<file path="config.mk">
export PLATFORM = sky130hd
export DESIGN_NAME = r2sdf_seq_ctrl
export DESIGN_NICKNAME = d
export VERILOG_FILES = /design/src/rtl/r2sdf_pkg.sv /design/src/rtl/r2sdf_stage_dec.sv /design/src/rtl/r2sdf_seq_ctrl.sv
export SDC_FILE = /design/constraint.sdc
export NUM_CORES = 1
export LEC_CHECK = 0
export BUFFER_PORTS_ARGS = -buffer_cell sky130_fd_sc_hd__buf_2
export CAP_MARGIN = 20
export CORE_UTILIZATION = 55
export DETAILED_ROUTE_END_ITERATION = 6
export GPL_TIMING_DRIVEN = 1
export PLACE_DENSITY_LB_ADDON = 0.25
export SETUP_SLACK_MARGIN = 0.5
export SLEW_MARGIN = 20
export SYNTH_ARGS = -nofsm -noshare
export SYNTH_HDL_FRONTEND = slang
export SYNTH_SLANG_ARGS = --single-unit
</file>
<file path="constraint.sdc">
create_clock -name clk -period 4.2 [get_ports clk]
set_input_delay 0.84 -clock clk [delete_from_list [all_inputs] [get_ports clk]]
set_output_delay 0.84 -clock clk [all_outputs]
set_load 0.05 [all_outputs]
</file>
<file path="src/rtl/r2sdf_pkg.sv">
// Shared types and constant helpers for the radix-2 SDF FFT pipeline.
// Pipeline delays and latency are counted in advances (en cycles), not clock cycles.
package r2sdf_pkg;

    typedef logic signed [31:0] fpt;
    typedef fpt [1:0] cpx;

    typedef enum logic [1:0] {
        ST_IDLE  = 2'd0,
        ST_RUN   = 2'd1,
        ST_FLUSH = 2'd2
    } seq_state_e;

    function automatic int r2sdf_lat(input int n_log, input int stage_reg);
        return (32'sd1 << n_log) - 32'sd1 + n_log * stage_reg;
    endfunction

    // Accumulated advance offset of stage 'stage' relative to stage 1.
    function automatic int r2sdf_dly(input int n_log, input int stage, input int stage_reg);
        int d;
        d = 32'sd0;
        for (int k = 2; k <= stage; k++) begin
            d += (32'sd1 << (n_log - k + 1)) + stage_reg;
        end
        return d;
    endfunction

endpackage

</file>
<file path="src/rtl/r2sdf_stage_dec.sv">
// Per-stage decode of the shared advance counter into shift/butterfly select
// and twiddle ROM index, offset by the stage's accumulated pipeline delay.
module r2sdf_stage_dec
    import r2sdf_pkg::*;
#(
    parameter int N         = 3,
    parameter int n         = 1,
    parameter int STAGE_REG = 1
) (
    input  logic [N-1:0] adv,
    output logic         sel,
    output logic [N-2:0] tw_addr
);

    localparam int           D       = r2sdf_dly(N, n, STAGE_REG);
    localparam logic [N-1:0] D_MOD   = N'(D % (32'sd1 << N));
    localparam logic [N-1:0] TW_MASK = N'((32'sd1 << (N - n)) - 32'sd1);

    logic [N-1:0] c;

    // Local frame index of this stage and the decodes derived from it.
    always_comb begin
        c       = adv - D_MOD;
        sel     = c[N-n];
        tw_addr = (N-1)'((c & TW_MASK) << (n - 1));
    end

endmodule

</file>
<file path="src/rtl/r2sdf_seq_ctrl.sv">
// Central sequencer for the radix-2 SDF FFT: advance enable, per-stage decode,
// output framing and zero-injected drain of the final frame.
module r2sdf_seq_ctrl
    import r2sdf_pkg::*;
#(
    parameter int N         = 3,
    parameter int STAGE_REG = 1
) (
    input  logic                 clk,
    input  logic                 rst,
    input  logic                 in_valid,
    input  logic                 in_sof,
    output logic                 in_ready,
    input  logic                 flush,
    output logic                 en,
    output logic                 zero_in,
    output logic [N-1:0]         sel,
    output logic [N*(N-1)-1:0]   tw_addr,
    output logic                 out_valid,
    output logic                 out_sof,
    output logic                 out_eof,
    output logic [15:0]          frame_cnt,
    output logic                 err
);

    localparam int             LAT      = r2sdf_lat(N, STAGE_REG);
    localparam int             FW       = $clog2(LAT + 1);
    localparam logic [FW-1:0]  LAT_F    = FW'(LAT);
    localparam logic [FW-1:0]  FILL_ONE = FW'(32'd1);
    localparam logic [N-1:0]   ADV_ONE  = N'(32'd1);
    localparam logic [N-1:0]   ADV_ZERO = {N{1'b0}};
    localparam logic [N-1:0]   ADV_LAST = {N{1'b1}};

    seq_state_e     state_q, state_d;
    logic [N-1:0]   adv_q, adv_d, adv_eff;
    logic [N-1:0]   oidx_q, oidx_d, oidx_eff;
    logic [FW-1:0]  fill_q, fill_d, fill_eff;
    logic [FW-1:0]  fcnt_q, fcnt_d;
    logic           pend_q, pend_d;
    logic [15:0]    frame_cnt_q, frame_cnt_d;
    logic           restart;
    logic           pend_eff;

    // Handshake, frame (re)start detection and counter/state next values.
    always_comb begin
        in_ready = 1'b0;
        en       = 1'b0;
        zero_in  = 1'b0;
        err      = 1'b0;
        restart  = 1'b0;
        if (!rst) begin
            case (state_q)
                ST_IDLE: begin
                    in_ready = 1'b1;
                    en       = in_valid & in_sof;
                    restart  = in_valid & in_sof;
                end
                ST_RUN: begin
                    in_ready = 1'b1;
                    en       = in_valid;
                    err      = in_valid & in_sof & (adv_q != ADV_ZERO);
                    restart  = in_valid & in_sof & (adv_q != ADV_ZERO);
                end
                ST_FLUSH: begin
                    en      = 1'b1;
                    zero_in = 1'b1;
                end
                default: begin
                    in_ready = 1'b0;
                end
            endcase
        end else begin
            in_ready = 1'b0;
        end

        // A (re)starting sample is index 0 with an empty pipeline, in this same cycle.
        adv_eff  = restart ? ADV_ZERO : adv_q;
        oidx_eff = restart ? ADV_ZERO : oidx_q;
        fill_eff = restart ? {FW{1'b0}} : fill_q;

        out_valid = en & (fill_eff == LAT_F);
        out_sof   = out_valid & (oidx_eff == ADV_ZERO);
        out_eof   = out_valid & (oidx_eff == ADV_LAST);

        adv_d       = en ? adv_eff + ADV_ONE : adv_eff;
        fill_d      = (en && (fill_eff != LAT_F)) ? fill_eff + FILL_ONE : fill_eff;
        oidx_d      = out_valid ? oidx_eff + ADV_ONE : oidx_eff;
        frame_cnt_d = out_eof ? frame_cnt_q + 16'd1 : frame_cnt_q;

        state_d  = state_q;
        pend_d   = pend_q;
        fcnt_d   = fcnt_q;
        pend_eff = pend_q | flush;
        case (state_q)
            ST_IDLE: begin
                pend_d = 1'b0;
                fcnt_d = {FW{1'b0}};
                if (restart) begin
                    state_d = ST_RUN;
                end else begin
                    state_d = ST_IDLE;
                end
            end
            ST_RUN: begin
                // Drain only once the current frame is complete (counter back at 0).
                if (pend_eff && (adv_d == ADV_ZERO)) begin
                    state_d = ST_FLUSH;
                    pend_d  = 1'b0;
                    fcnt_d  = {FW{1'b0}};
                end else begin
                    state_d = ST_RUN;
                    pend_d  = pend_eff;
                end
            end
            ST_FLUSH: begin
                pend_d = 1'b0;
                if (fcnt_q == LAT_F - FILL_ONE) begin
                    state_d = ST_IDLE;
                    fcnt_d  = {FW{1'b0}};
                end else begin
                    state_d = ST_FLUSH;
                    fcnt_d  = fcnt_q + FILL_ONE;
                end
            end
            default: begin
                state_d = ST_IDLE;
                pend_d  = 1'b0;
                fcnt_d  = {FW{1'b0}};
            end
        endcase
    end

    // State and counter registers with synchronous reset.
    always_ff @(posedge clk) begin
        if (rst) begin
            state_q     <= ST_IDLE;
            adv_q       <= ADV_ZERO;
            oidx_q      <= ADV_ZERO;
            fill_q      <= {FW{1'b0}};
            fcnt_q      <= {FW{1'b0}};
            pend_q      <= 1'b0;
            frame_cnt_q <= 16'd0;
        end else begin
            state_q     <= state_d;
            adv_q       <= adv_d;
            oidx_q      <= oidx_d;
            fill_q      <= fill_d;
            fcnt_q      <= fcnt_d;
            pend_q      <= pend_d;
            frame_cnt_q <= frame_cnt_d;
        end
    end

    assign frame_cnt = frame_cnt_q;

    for (genvar g = 1; g <= N; g++) begin : g_stage
        r2sdf_stage_dec #(
            .N         (N),
            .n         (g),
            .STAGE_REG (STAGE_REG)
        ) u_dec (
            .adv     (adv_eff),
            .sel     (sel[g-1]),
            .tw_addr (tw_addr[(g-1)*(N-1) +: (N-1)])
        );
    end

endmodule

</file>
==> flow_summary.json, run 1 <==
{
  "status": "finished clean",
  "cts_tree": "yes",
  "antenna_found_initial": 0,
  "start_util_pct": 57.82,
  "dieArea_um2": 3749,
  "final_nets": 265,
  "grt_overflow": 0,
  "critPathMaxFanout": 7,
  "netlist.area_leader.share_pct": 34.24,
  "crit_chain": "buf_2 > nand4bb_4 > or2_4 > and2_1 > ha_1 > and3b_2 > o21ai_4 > nor2_4 > and3b_2 > clkbuf_4",
  "ir_drop_uv": 153.3,
  "r2r-end": "frame_cnt[15]",
  "synth_top_area_cell": "dfxtp_1",
  "most-common-layout-cells": "dfxtp_1 (32), buf_2 (32), nor2_1 (25)",
  "core_area_um2": 3337,
  "reg2reg_from": "adv_q[0]",
  "syn_area_um2": 1929,
  "die_x_um": 61.23,
  "clock_skew_ns": 0.01502,
  "avgSynthCellArea_um2": 8.770,
  "cp.required_ns": 3.36,
  "post-route-period-util_pct": 86.25,
  "tightest_slew_ns": 0.7484,
  "slowest_stage": "or2_4",
  "fill_cells": 306,
  "p_leak_nw": 0.8980,
  "crit_top_cell": "and3b_2",
  "synth_cell_types": 52,
  "cts_buffers": 5,
  "reg2regPathDepth": 10,
  "critPathLaunch": "rst",
  "drc_errors": 0,
  "die_h_um": 61.23,
  "vias": 1613,
  "htree_num_levels": 2,
  "ant_nets": 0,
  "wl_per_cell_um": 12.84,
  "ys_ff_latch": 33,
  "min_path_type": "reg -> reg",
  "cts_root_buffer": "clkbuf_4",
  "syn_inst": 220,
  "cts.sinks": 33,
  "port_buffers": 33,
  "drtPass1Iterations": 4,
  "cp-start-kind": "primary input",
  "vias_per_cell": 5.413,
  "crit_family": "simple AND/OR/NAND/NOR gates",
  "ys_warn_count": 0,
  "final_hold_viol_count": 0,
  "grt_use_total_pct": 21.25,
  "drv_slew": 0,
  "grt_pass1_vias": 1330,
  "synth_seq_area_share_pct": 34.24,
  "crit_end": "out_sof",
  "wirelength_mm": 3.827,
  "placed_area_um2": 2093,
  "grt_pass1_wl_mm": 5.823,
  "syn_to_final_growth_pct": 14.72,
  "critical_path_class": "in -> out",
  "clk_pin_slew_ns": 0.11,
  "cpPeakStageDelay_ns": 0.32,
  "power.total_w": 0.0006613,
  "fin_crit_ns": 3.622,
  "cp-end-kind": "output pin",
  "dp_hpwl_mm": 2.656,
  "yosys-top-cells-area": "dfxtp_1 (34%), nor4_2 (6.5%), xnor2_1 (5.9%)",
  "fin_tns_setup_ns": 0,
  "setup_viol": 0,
  "fmax_mhz": 276.1,
  "crit_buf_inv": 2,
  "clk_latency_ns": 0.33,
  "power-per-cell-area_nw_per_um2": 298.8,
  "grt_max_degree": 30,
  "relSlewSlack_pct": 49.99,
  "drt_iter0_drc": 60,
  "gp_congestion": 0.7588,
  "ctsHoldBuffers": 0,
  "io_pins": 37,
  "cp.depth": 10,
  "rsz0062_at_grt": "no",
  "arrival_ns": 2.78,
  "rows": 21,
  "clock_path_buffers": 2,
  "antenna_cells": 0,
  "drv_cap": 0,
  "regToRegSetupSlack_ns": 1.46,
  "layout-drive-gt1-share_pct": 28.57,
  "fin_area_um2": 2213
}
[cell usage after synthesis, drive strengths merged]
master	number
nand3b	1
o22ai	1
nor2b	1
buf	14
or2	2
nand2	19
xor2	4
o31ai	1
and3b	2
dfxtp	33
a41o	1
and2	6
nor3b	2
nand4bb	1
clkbuf	3
or3	1
a31oi	3
and4	2
nor3	3
mux2i	2
a221oi	1
nor2	27
nand3	8
a41oi	1
ha	9
nor4bb	1
a31o	1
xnor2	13
conb	1
o21a	2
and3	1
inv	11
o21ai	9
nor4b	2
o211ai	1
a21oi	9
nand4	5
nor4	11
nand2b	2
a32oi	1
a21o	2
[per-stage QoR]
step	hold slack, ns	setup slack, ns	utilization [%]	cells
after floorplan	0.4359	0.5191	-	222
after global placement	0.4580	0.5831	62.73	286
after detailed placement	0.4633	0.5246	62.73	286
after CTS	0.4792	0.5162	65.50	295
after global routing	0.5157	0.4997	66.33	298
final	0.4781	0.5775	66.33	298
[sequential cells by signal (all words and copies together) (netlist names)]
| name | cells |
|---|---|
| fill_q | 4 |
| frame_cnt | 16 |
| oidx_q | 3 |
| pend_q | 1 |
| fcnt_q | 4 |
| adv_q | 3 |
| state_q | 2 |
[logic make-up after synthesis]
| group | share of synthesized area (%) |
|---|---|
| simple gates | 31.39 |
| mux | 1.038 |
| buf+inv | 7.781 |
| compound gates | 11.80 |
| other cells | 0.1944 |
| xor+xnor | 7.717 |
| flops | 34.24 |
| fa+ha+maj | 5.837 |
[report_power, final]
part	switching (W)	total [W]	internal [W]	leakage, nW
Combinational	0.0000640	0.0000887	0.0000246	0.586
Sequential	0.00000709	0.000324	0.000317	0.267
Clock	0.000106	0.000248	0.000142	0.0455
Total	0.000177	0.000661	0.000484	0.898
[layer usage]
metal	part of all wire, %	up-vias	GRT usage (%)
li1	-	821	-
met1	49	753	28.63
met2	46	34	33.70
met3	3.6	5	5.672
met4	1.1	0	5.844
met5	0	-	0
[worst min path at each step]
stage | startpoint | to | slack (ns) | cells after the start
after floorplan | pend_q | pend_q | 0.44 | 2
after global placement | pend_q | pend_q | 0.46 | 2
after detailed placement | fcnt_q[3] | fcnt_q[3] | 0.46 | 1
after CTS | fcnt_q[3] | fcnt_q[3] | 0.48 | 1
after global routing | pend_q | pend_q | 0.52 | 2
final | fcnt_q[3] | fcnt_q[3] | 0.48 | 1
[area by class of cell]
class / instances / area (um^2) / share of cell area, %
Clock buffer: 7 / 55.05 / 2.487
Clock inverter: 1 / 30.03 / 1.357
Inverter: 11 / 41.29 / 1.865
Multi-Input combinational cell: 161 / 1155 / 52.18
Sequential cell: 33 / 661.9 / 29.90
Tap cell: 46 / 57.56 / 2.600
Timing Repair Buffer: 39 / 212.7 / 9.610
[what timing repair did]
action | 4_1_cts | 5_1_grt
endpoints found under the setup margin | 1 | 2
gates resized for setup | 0 | 3
buffers inserted | 1 | 3
gates cloned | 0 | 0
hold endpoints to repair | 0 | 0
pin swaps | 0 | 1
(Power assumes the default switching activity.)
==> run 2, diff against run 1 <==
--- a/config.mk
+++ b/config.mk
@@ -8,6 +8,7 @@
 export BUFFER_PORTS_ARGS = -buffer_cell sky130_fd_sc_hd__buf_2
 export CAP_MARGIN = 20
 export CORE_UTILIZATION = 55
+export CTS_CLUSTER_SIZE = 25
 export DETAILED_ROUTE_END_ITERATION = 6
 export GPL_TIMING_DRIVEN = 1
 export PLACE_DENSITY_LB_ADDON = 0.25
==> constraint.sdc (replaced) <==
create_clock -name clk -period 4.5 [get_ports clk]
set_input_delay 0.9 -clock clk [delete_from_list [all_inputs] [get_ports clk]]
set_output_delay 0.9 -clock clk [all_outputs]
set_load 0.05 [all_outputs]
==> flow_summary.json, run 2 (synthesis gave the netlist of run 1 again) <==
{
  "relSlewSlack_pct": 49.23,
  "core_area_um2": 3337,
  "fin_util_pct": 65.17,
  "grt_use_total_pct": 22.81,
  "vias_per_cell": 5.408,
  "post-route-period-util_pct": 86.29,
  "io_pins": 37,
  "fin_tns_setup_ns": 0,
  "grt_pass1_wl_mm": 6.168,
  "htree_num_levels": 2,
  "wirelength_mm": 3.839,
  "cp-start-kind": "primary input",
  "p_leak_nw": 0.8792,
  "final_hold_viol_count": 0,
  "cpPeakStageDelay_ns": 0.36,
  "vias": 1590,
  "start_util_pct": 57.82,
  "fin_crit_ns": 3.883,
  "combinationalPowerShare_pct": 12.9,
  "multiInputGateArea_um2": 1149,
  "antenna_cells": 0,
  "dieArea_um2": 3749,
  "layout-drive-gt1-share_pct": 26.21,
  "drt_iter0_drc": 44,
  "status": "finished clean",
  "ctsHoldBuffers": 0,
  "ant_nets": 0,
  "crit_family": "simple AND/OR/NAND/NOR gates",
  "cts_tree": "yes",
  "fill_cells": 300,
  "fmax_mhz": 257.5,
  "clock_path_buffers": 2,
  "cp.required_ns": 3.60,
  "p_int_w": 0.0004489,
  "drc_errors": 0,
  "clk_latency_ns": 0.34,
  "rsz0062_at_grt": "no",
  "p_sw_w": 0.0001666,
  "tightest_slew_ns": 0.7598,
  "regArea_um2": 661.9,
  "grt_pass1_vias": 1401,
  "antenna_found_initial": 0,
  "cts_root_buffer": "clkbuf_4",
  "drv_cap": 0,
  "grt_overflow": 0,
  "wl_per_cell_um": 13.06,
  "crit_chain": "buf_2 > nand4bb_4 > or2_1 > nand2_1 > ha_1 > and3b_1 > o21ai_4 > nor2_4 > and3b_2 > buf_2",
  "arrival_ns": 2.98,
  "die_h_um": 61.23,
  "crit_buf_inv": 2,
  "slowest_stage": "or2_1",
  "swShare_pct": 27.06,
  "ir_drop_uv": 199.9,
  "crit_top_cell": "buf_2",
  "p_clk_share_pct": 37.9,
  "mostFrequentLayoutCell": "buf_2",
  "finish.cell_count_without_fillers": 294,
  "syn_to_final_growth_pct": 12.71,
  "grt_max_degree": 30,
  "critPathMaxFanout": 12,
  "power.total_w": 0.0006155,
  "dp_hpwl_mm": 2.691,
  "cp-end-kind": "output pin",
  "cts.sinks": 33,
  "drv_slew": 0,
  "final_nets": 261,
  "port_buffers": 33,
  "clk_pin_slew_ns": 0.10,
  "critical_path_class": "in -> out",
  "clock_skew_ns": 0.01317,
  "largest_reg_flops": 16,
  "cts_buffers": 5,
  "drtPass1Iterations": 4,
  "die_x_um": 61.23,
  "gp_congestion": 0.7617,
  "placedCellCount": 286,
  "min_path_type": "reg -> reg",
  "most-common-layout-cells": "buf_2 (33), dfxtp_1 (32), nor2_1 (25)",
  "power-per-cell-area_nw_per_um2": 283.0,
  "whs_ns": 0.4769,
  "pwr-share-seq_pct": 49.2,
  "setup_viol": 0,
  "rows": 21
}
==> run 2: cell types whose count changed in the layout (fill, tap and decap cells not counted), sizes merged <==
cell | previous run | this run
buf | 38 | 35
clkbuf | 8 | 7
==> run 2: power by group through the flow <==
stage,clock network (W),logic [W],registers (W)
after CTS,0.000238,0.0000795,0.000302
final,0.000233,0.0000796,0.000303
after global placement,0,0.0000782,0.000309
after floorplan,0,0.0000728,0.000306
after global routing,0.000254,0.0000861,0.000304
after detailed placement,0,0.0000792,0.000309
==> run 2: worst register-to-register path, stage by stage, from the launching register on <==
cell     delay, ns
dfxtp_2       0.45
nor4b_4       0.39
or2_1         0.25
nand2_1       0.13
inv_1         0.07
ha_1          0.15
ha_1          0.20
nand4_1       0.41
nor4_1        0.57
a21oi_1       0.12
a31o_2        0.22
==> run 2: per-layer routing <==
metal	up-vias	track usage [%]	wire [um]
li1	812	-	-
met1	739	28.66	1848
met2	34	36.34	1763
met3	5	8.403	178
met4	0	7.468	49
met5	-	0	0
==> run 2: stage by stage <==
stage / worst slack, ns / instance area [um^2]
2_1_floorplan: 0.5561 / 1963
3_3_place_gp: 0.6702 / 2088
3_5_place_dp: 0.5919 / 2088
4_1_cts: 0.5844 / 2173
5_1_grt: 0.5121 / 2175
6_report: 0.6172 / 2175
==> run 2: path summary, 6_finish.rpt <==
check / start / to / slack (ns) / cells past startpoint
max reg2reg: state_q[0] / frame_cnt[15] / 1.44 / 10
min reg2reg: fcnt_q[3] / fcnt_q[3] / 0.48 / 1
max: rst / out_sof / 0.62 / 10
min: fcnt_q[3] / fcnt_q[3] / 0.48 / 1
==> run 2: cell type report <==
class | instances | area share [%]
Multi-Input combinational cell | 161 | 52.82
Sequential cell | 33 | 30.44
Tap cell | 46 | 2.647
Clock inverter | 1 | 1.381
Inverter | 11 | 1.899
Timing Repair Buffer | 35 | 8.285
Clock buffer | 7 | 2.532
==> run 2: what timing repair did <==
item,CTS,global route
setup buffers,0,0
resized for setup,0,2
endpoints found under the setup margin,0,2
